**config.mk**
```make
export PLATFORM = sky130hd
export DESIGN_NAME = galaga_dl_sequencer_flat
export DESIGN_NICKNAME = d
export VERILOG_FILES = /design/src/rtl/galaga_dl_sequencer_if.sv /design/src/rtl/galaga_dl_sequencer.sv /design/src/flat_wrapper.sv
export SDC_FILE = /design/constraint.sdc
export NUM_CORES = 1
export LEC_CHECK = 0
export ABC_AREA = 1
export ABC_CLOCK_PERIOD_IN_PS = 5140
export BUFFER_PORTS_ARGS = -buffer_cell sky130_fd_sc_hd__buf_2
export CAP_MARGIN = 20
export CORE_MARGIN = 3
export CORE_UTILIZATION = 25
export CTS_BUF_LIST = sky130_fd_sc_hd__clkbuf_8
export CTS_CLUSTER_DIAMETER = 100
export DETAILED_ROUTE_END_ITERATION = 8
export SLEW_MARGIN = 10
export SYNTH_ARGS = -nofsm -noshare
export SYNTH_HDL_FRONTEND = slang
export SYNTH_SLANG_ARGS = --single-unit
```
**constraint.sdc**
```tcl
create_clock -name clk_sys -period 5.14 [get_ports clk_sys]
set_clock_uncertainty 0.2 [all_clocks]
set_input_delay 0.514 -clock clk_sys [delete_from_list [all_inputs] [get_ports clk_sys]]
set_output_delay 0.514 -clock clk_sys [all_outputs]
set_load 0.03 [all_outputs]
```
**src/rtl/galaga_dl_sequencer_if.sv**
```systemverilog
`default_nettype none
// ============================================================================
//  Module      : galaga_dl_sequencer_if
//  Description : Loader bus between the HPS ioctl stream and the galaga
//                core's dn_* download port.
//                  ioctl_download  HPS streaming flag
//                  ioctl_wr        one-cycle byte strobe
//                  ioctl_addr[25]  byte address
//                  ioctl_dout[8]   byte data
//                  dn_addr[17]     retimed write address to the core
//                  dn_data[8]      retimed write data to the core
//                  dn_wr           one-cycle write strobe to the core
//                  dn_region[2]    ROM region of dn_addr
//                Modport master drives the ioctl side (HPS), modport slave
//                is the sequencer (consumes ioctl, drives dn_*).
//  Revision    : 1.0  initial release
// ============================================================================
interface galaga_dl_sequencer_if;
  logic        ioctl_download;
  logic        ioctl_wr;
  logic [24:0] ioctl_addr;
  logic [7:0]  ioctl_dout;
  logic [16:0] dn_addr;
  logic [7:0]  dn_data;
  logic        dn_wr;
  logic [1:0]  dn_region;

  modport master (
    output ioctl_download, ioctl_wr, ioctl_addr, ioctl_dout,
    input  dn_addr, dn_data, dn_wr, dn_region
  );

  modport slave (
    input  ioctl_download, ioctl_wr, ioctl_addr, ioctl_dout,
    output dn_addr, dn_data, dn_wr, dn_region
  );
endinterface
`default_nettype wire

```
**src/rtl/galaga_dl_sequencer.sv**
```systemverilog
`default_nettype none
// ============================================================================
//  Module      : galaga_dl_sequencer
//  Description : Sequences the HPS ROM download into the galaga dn_* loader
//                port and owns the core reset. Each accepted ioctl write is
//                retimed by one clock and tagged with its ROM region; the core
//                is released only after a complete, in-range image plus a
//                settle delay. A user reset while running re-enters the
//                settle delay.
//  Ports       : clk_sys     system clock
//                reset_n     synchronous active-low reset
//                bus         loader bus (slave modport)
//                user_reset  OSD / button reset, level
//                core_reset  active-high reset to the galaga core
//                dl_done     complete, good image loaded
//                dl_error    last download short or out of range
//                dl_sum      (checksum build only) sum of accepted bytes
//  Options     : GALAGA_DL_CHECKSUM_EN adds dl_sum and parameter EXP_SUM; a
//                nonzero EXP_SUM that mismatches at download end is an error.
//  Revision    : 1.0  initial release
// ============================================================================
module galaga_dl_sequencer #(
  parameter int R1_BASE       = 16384,
  parameter int R2_BASE       = 20480,
  parameter int R3_BASE       = 24576,
  parameter int ROM_SIZE      = 40960,
  parameter int SETTLE_CYCLES = 16
`ifdef GALAGA_DL_CHECKSUM_EN
  ,
  parameter logic [15:0] EXP_SUM = 16'h0000
`endif
) (
  input  logic                 clk_sys,
  input  logic                 reset_n,
  galaga_dl_sequencer_if.slave bus,
  input  logic                 user_reset,
  output logic                 core_reset,
  output logic                 dl_done,
  output logic                 dl_error
`ifdef GALAGA_DL_CHECKSUM_EN
  ,
  output logic [15:0]          dl_sum
`endif
);

  localparam int          SETTLE_W  = $clog2(SETTLE_CYCLES + 1);
  localparam logic [24:0] ROM_END_A = 25'(ROM_SIZE);
  localparam logic [24:0] R1_A      = 25'(R1_BASE);
  localparam logic [24:0] R2_A      = 25'(R2_BASE);
  localparam logic [24:0] R3_A      = 25'(R3_BASE);
  localparam logic [17:0] CNT_FULL  = 18'(ROM_SIZE);
  localparam logic [SETTLE_W-1:0] SETTLE_LOAD = SETTLE_W'(SETTLE_CYCLES);

  typedef enum logic [2:0] {
    S_IDLE   = 3'd0,
    S_LOAD   = 3'd1,
    S_SETTLE = 3'd2,
    S_RUN    = 3'd3,
    S_ERROR  = 3'd4
  } state_t;

  state_t              state_q;
  logic                dl_q;
  logic                user_q;
  logic                core_reset_q;
  logic                dn_wr_q;
  logic [16:0]         dn_addr_q;
  logic [7:0]          dn_data_q;
  logic [1:0]          dn_region_q;
  logic                dl_done_q;
  logic                dl_error_q;
  logic [17:0]         byte_cnt_q;
  logic                ovf_q;
  logic [SETTLE_W-1:0] settle_q;

  logic       dl_rise;
  logic       wr_live;
  logic       accept;
  logic       reject;
  logic       image_bad;
  logic [1:0] region;

  // A strobe counts only while the HPS is streaming and we are loading; the
  // rise cycle itself already belongs to the new download.
  assign dl_rise = bus.ioctl_download & ~dl_q;
  assign wr_live = bus.ioctl_download & bus.ioctl_wr & ((state_q == S_LOAD) | dl_rise);
  // Full 25-bit compare so any set bit in 24:17 is out of range.
  assign accept  = wr_live & (bus.ioctl_addr <  ROM_END_A);
  assign reject  = wr_live & (bus.ioctl_addr >= ROM_END_A);

  always_comb begin
    region = 2'd3;
    if (bus.ioctl_addr < R1_A)      region = 2'd0;
    else if (bus.ioctl_addr < R2_A) region = 2'd1;
    else if (bus.ioctl_addr < R3_A) region = 2'd2;
  end

`ifdef GALAGA_DL_CHECKSUM_EN
  logic [15:0] sum_q;
  assign image_bad = ovf_q | (byte_cnt_q != CNT_FULL) |
                     ((EXP_SUM != 16'h0000) & (sum_q != EXP_SUM));
  assign dl_sum    = sum_q;

  always_ff @(posedge clk_sys) begin
    if (!reset_n) begin
      sum_q <= 16'h0000;
    end else if (dl_rise) begin
      sum_q <= accept ? {8'h00, bus.ioctl_dout} : 16'h0000;
    end else if (accept) begin
      sum_q <= sum_q + {8'h00, bus.ioctl_dout};
    end
  end
`else
  assign image_bad = ovf_q | (byte_cnt_q != CNT_FULL);
`endif

  always_ff @(posedge clk_sys) begin
    if (!reset_n) begin
      state_q      <= S_IDLE;
      dl_q         <= 1'b0;
      user_q       <= 1'b0;
      core_reset_q <= 1'b1;
      dn_wr_q      <= 1'b0;
      dn_addr_q    <= 17'd0;
      dn_data_q    <= 8'd0;
      dn_region_q  <= 2'd0;
      dl_done_q    <= 1'b0;
      dl_error_q   <= 1'b0;
      byte_cnt_q   <= 18'd0;
      ovf_q        <= 1'b0;
      settle_q     <= '0;
    end else begin
      dl_q    <= bus.ioctl_download;
      user_q  <= user_reset;
      dn_wr_q <= accept;
      if (accept) begin
        dn_addr_q   <= bus.ioctl_addr[16:0];
        dn_data_q   <= bus.ioctl_dout;
        dn_region_q <= region;
      end

      if (dl_rise) begin
        // A new download wins over everything, including user_reset.
        state_q      <= S_LOAD;
        core_reset_q <= 1'b1;
        dl_done_q    <= 1'b0;
        dl_error_q   <= 1'b0;
        byte_cnt_q   <= accept ? 18'd1 : 18'd0;
        ovf_q        <= reject;
      end else begin
        case (state_q)
          S_LOAD: begin
            if (accept && (byte_cnt_q != '1)) byte_cnt_q <= byte_cnt_q + 18'd1;
            if (reject) ovf_q <= 1'b1;
            if (!bus.ioctl_download) begin
              if (image_bad) begin
                state_q    <= S_ERROR;
                dl_error_q <= 1'b1;
              end else begin
                state_q  <= S_SETTLE;
                settle_q <= SETTLE_LOAD;
              end
            end
          end
          S_SETTLE: begin
            // Reloading through the first cycle user_reset reads low makes
            // the release land SETTLE_CYCLES+1 clocks after the drop, same
            // as after a download fall.
            if (user_reset || user_q) begin
              settle_q <= SETTLE_LOAD;
            end else if (settle_q == '0) begin
              state_q      <= S_RUN;
              core_reset_q <= 1'b0;
              dl_done_q    <= 1'b1;
            end else begin
              settle_q <= settle_q - 1'b1;
            end
          end
          S_RUN: begin
            if (user_reset) begin
              state_q      <= S_SETTLE;
              core_reset_q <= 1'b1;
              settle_q     <= SETTLE_LOAD;
            end
          end
          S_IDLE, S_ERROR: begin
            core_reset_q <= 1'b1;
          end
          default: begin
            state_q      <= S_IDLE;
            core_reset_q <= 1'b1;
          end
        endcase
      end
    end
  end

  assign bus.dn_wr     = dn_wr_q;
  assign bus.dn_addr   = dn_addr_q;
  assign bus.dn_data   = dn_data_q;
  assign bus.dn_region = dn_region_q;
  assign core_reset    = core_reset_q;
  assign dl_done       = dl_done_q;
  assign dl_error      = dl_error_q;

endmodule
`default_nettype wire

```
**src/flat_wrapper.sv**
```systemverilog
// flat-port wrapper written by rule: the top's interface ports become plain ports
module galaga_dl_sequencer_flat 
#(
  parameter int R1_BASE       = 16384,
  parameter int R2_BASE       = 20480,
  parameter int R3_BASE       = 24576,
  parameter int ROM_SIZE      = 40960,
  parameter int SETTLE_CYCLES = 16

)
  (clk_sys, reset_n, user_reset, core_reset, dl_done, dl_error, bus_ioctl_download, bus_ioctl_wr, bus_ioctl_addr, bus_ioctl_dout, bus_dn_addr, bus_dn_data, bus_dn_wr, bus_dn_region);
  galaga_dl_sequencer_if bus_i ();
  input  logic clk_sys;
  input  logic reset_n;
  input  logic user_reset;
  output logic core_reset;
  output logic dl_done;
  output logic dl_error;
  input wire logic [$bits(bus_i.ioctl_download)-1:0] bus_ioctl_download;
  input wire logic [$bits(bus_i.ioctl_wr)-1:0] bus_ioctl_wr;
  input wire logic [$bits(bus_i.ioctl_addr)-1:0] bus_ioctl_addr;
  input wire logic [$bits(bus_i.ioctl_dout)-1:0] bus_ioctl_dout;
  output wire logic [$bits(bus_i.dn_addr)-1:0] bus_dn_addr;
  output wire logic [$bits(bus_i.dn_data)-1:0] bus_dn_data;
  output wire logic [$bits(bus_i.dn_wr)-1:0] bus_dn_wr;
  output wire logic [$bits(bus_i.dn_region)-1:0] bus_dn_region;
  assign bus_i.ioctl_download = bus_ioctl_download;
  assign bus_i.ioctl_wr = bus_ioctl_wr;
  assign bus_i.ioctl_addr = bus_ioctl_addr;
  assign bus_i.ioctl_dout = bus_ioctl_dout;
  assign bus_dn_addr = bus_i.dn_addr;
  assign bus_dn_data = bus_i.dn_data;
  assign bus_dn_wr = bus_i.dn_wr;
  assign bus_dn_region = bus_i.dn_region;
  galaga_dl_sequencer #(.R1_BASE(R1_BASE), .R2_BASE(R2_BASE), .R3_BASE(R3_BASE), .ROM_SIZE(ROM_SIZE), .SETTLE_CYCLES(SETTLE_CYCLES)) u_core (.clk_sys(clk_sys), .reset_n(reset_n), .bus(bus_i), .user_reset(user_reset), .core_reset(core_reset), .dl_done(dl_done), .dl_error(dl_error));
endmodule
```
==> metrics.md <==
| Metric | Value |
|---|---|
| Layout cells sized above 1 | `18.9%` |
| DRT Pass-1 Iters | `4` |
| Leakage | `0.00167 µW` |
| Max Cap Viol | `0` |
| Max frequency | `382 MHz` |
| Post-route ant nets | `0` |
| Clock slew at reported path FFs | `0.08 ns` |
| Port Buffer Count | `68` |
| Worst Path Arrival | `2.68 ns` |
| Antenna Cells | `0` |
| Total CTS buffers | `9` |
| Pwr dens | `262 nW/µm²` |
| Area leader, netlist | `dfxtp_1` |
| Die area | `13500 µm²` |
| Synth Instances | `462` |
| Drt total wl | `7940 µm` |
| Sequential area share after synthesis | `39.6%` |
| Clock insertion delay at the later pin of the skew report | `0.34 ns` |
| CTS tree | `done` |
| Vias in the first global route | `3024` |
| GRT overflow | `0` |
| Hold WS | `0.189 ns` |
| Post-DR vias/cell | `4.60` |
| Final Net Count | `569` |
| Die H | `116 µm` |
| Core Region | `11600 µm²` |
| Final min period | `2.62 ns` |
| CP Class | `reg2reg` |
| Number of remaining DRC errors | `0` |
| Worst endpoint required time | `5.20 ns` |
| CTS Root Cell | `clkbuf_8` |
| Ys Warns | `0` |
| Status | `complete, no violations` |
| IO Count | `69` |
| Starting Density | `26.1%` |
| Via Count | `3110` |
| Slew @ Worst Pin | `0.898 ns` |
| Mapped Area | `3030 µm²` |
| Initial DRC count | `182` |
| Flops & latches, synth | `60` |
| Multi-input gate area | `1590 µm²` |
| Final setup viols | `0` |
| # resized after CTS | `0` |
| Per-cell routed wire length | `11.7 µm` |
| Setup repair after global routing missed its margin | `no` |
| Die width | `116 µm` |
| Area Growth Syn to Fin | `21.2%` |
| Hold Vio Cnt, Final | `0` |
| Yosys top cell area share | `39.6%` |
| Maximum vdd ir drop | `0.123 mV` |
| Syn avg cell area | `6.56 µm²` |
| Leading cell types in the layout, fill and taps excluded | `nor2_1, nand2_1, buf_2, dfxtp_1, inv_1` |
| Critical path peak fanout | `33` |
| Postcts setup bufs | `0` |
| Rows | `39` |
| Sequential Area | `1200 µm²` |
| Worst Hold Class | `in2reg` |
| Post-synthesis cell type count | `33` |
| Synth area leaders | `dfxtp_1, nor2_1, nand2_1` |
| Fill count | `1306` |
| Post-route setup TNS | `0 ns` |
| Slew margin rel. | `40.0%` |
| Fin crit share | `50.9%` |
| Final slew viol count | `0` |
| Total GRT Usage | `12.4%` |
| Clock sinks | `60` |
| First-pass GRT wire length | `13600 µm` |
| Synthesized net count | `503` |
| Gpl congestion | `0.833` |
| Largest net degree at the start of global routing | `35` |
| Most common cell after layout, fill and taps aside | `nor2_1` |
| CTS H-tree depth | `3` |
| Post-DP HPWL | `5940 µm` |
| Cts hold-fix bufs | `0` |
| Clock Path Buffers | `2` |
| Crit start category | `flop` |
| Initial antenna violation count | `0` |
| Worst Setup End Kind | `flop` |
-- cells by family after synthesis --
logic type	synth area share, %
flops	39.6
buf+inv	8.01
xor+xnor	0.867
fa+ha+maj	1.24
compound gates	11.8
simple gates	38.5
-- state kept, by name, indices dropped and copies added, names as in the netlist --
name and cells:
u_core.bus.dn_region 2, u_core.byte_cnt_q 18, u_core.settle_q 5, u_core.dl_error 1, u_core.state_q 3, u_core.user_q 1, u_core.ovf_q 1, u_core.bus.dn_wr 1
u_core.bus.dn_data 8, u_core.bus.dn_addr 17, u_core.dl_done 1, u_core.dl_q 1, u_core.core_reset 1
-- final timing paths --
kind	start	to	slack [ns]	cells after the start
worst max register to register	u_core.dl_q$_SDFF_PN0_	u_core.byte_cnt_q[2]$_SDFFE_PN0P_	2.52	9
worst min-delay path	user_reset	u_core.user_q$_SDFF_PN0_	0.19	3
worst max-delay path	u_core.dl_q$_SDFF_PN0_	u_core.byte_cnt_q[2]$_SDFFE_PN0P_	2.52	9
worst min register to register	u_core.bus.dn_addr[16]$_SDFFE_PN0P_	u_core.bus.dn_addr[16]$_SDFFE_PN0P_	0.24	2
-- layout make-up --
| type | count | share of cell area, % |
|---|---|---|
| Clock buffer | 9 | 3.37 |
| Clock inverter | 7 | 1.87 |
| Inverter | 46 | 4.70 |
| Multi-Input combinational cell | 343 | 43.2 |
| Sequential cell | 60 | 32.7 |
| Tap cell | 143 | 4.87 |
| Timing Repair Buffer | 68 | 9.27 |
-- per-stage QoR --
stage	power (µW)	util (%)	setup WS [ns]	instances	area, µm²
floorplan	535	-	3.33	462	3030
global placement	562	30.0	2.29	660	3480
detailed placement	563	30.0	2.17	660	3480
CTS	977	31.6	2.49	676	3670
global route	1010	31.6	2.31	676	3670
finish	962	31.6	2.52	676	3670
-- critical path: stages (launching register included) --
cell and delay [ns]:
dfxtp_1 0.34, nor2_4 0.29, inv_2 0.22, nand2_2 0.12, nand2_2 0.07, nor2_4 0.55, nand2_4 0.23, nor2_1 0.29
nand2_1 0.09, a21oi_1 0.14
-- report_power, final --
group	total (µW)	internal (µW)	switching, µW	leakage (µW)
clock	410	222	189	0.000100
sequential	478	471	6.03	0.000485
combinational	74.5	27.2	47.3	0.00109
-- cell usage after synthesis (all sizes together) --
| library cell | number |
|---|---|
| a31oi | 1 |
| o211ai | 1 |
| ha | 3 |
| o21bai | 2 |
| or2 | 2 |
| nor2 | 112 |
| o21a | 1 |
| buf | 8 |
| nand4 | 7 |
| nor3b | 1 |
| a21boi | 1 |
| nand3 | 41 |
| inv | 45 |
| clkbuf | 5 |
| a32o | 1 |
| nand2 | 100 |
| a211oi | 1 |
| dfxtp | 60 |
| a21oi | 28 |
| xor2 | 3 |
| o21ai | 31 |
| clkinv | 1 |
| nand3b | 2 |
| nor3 | 5 |
-- per-layer routing --
metal / track usage (%) / routed length [µm] / vias to the layer above
li1: - / - / 1613
met1: 15.5 / 3610 / 1387
met2: 20.1 / 3560 / 98
met3: 3.94 / 655 / 12
met4: 4.72 / 112 / 0
met5: 0 / 0 / -
No activity file was read; power rests on OpenSTA's default activity.
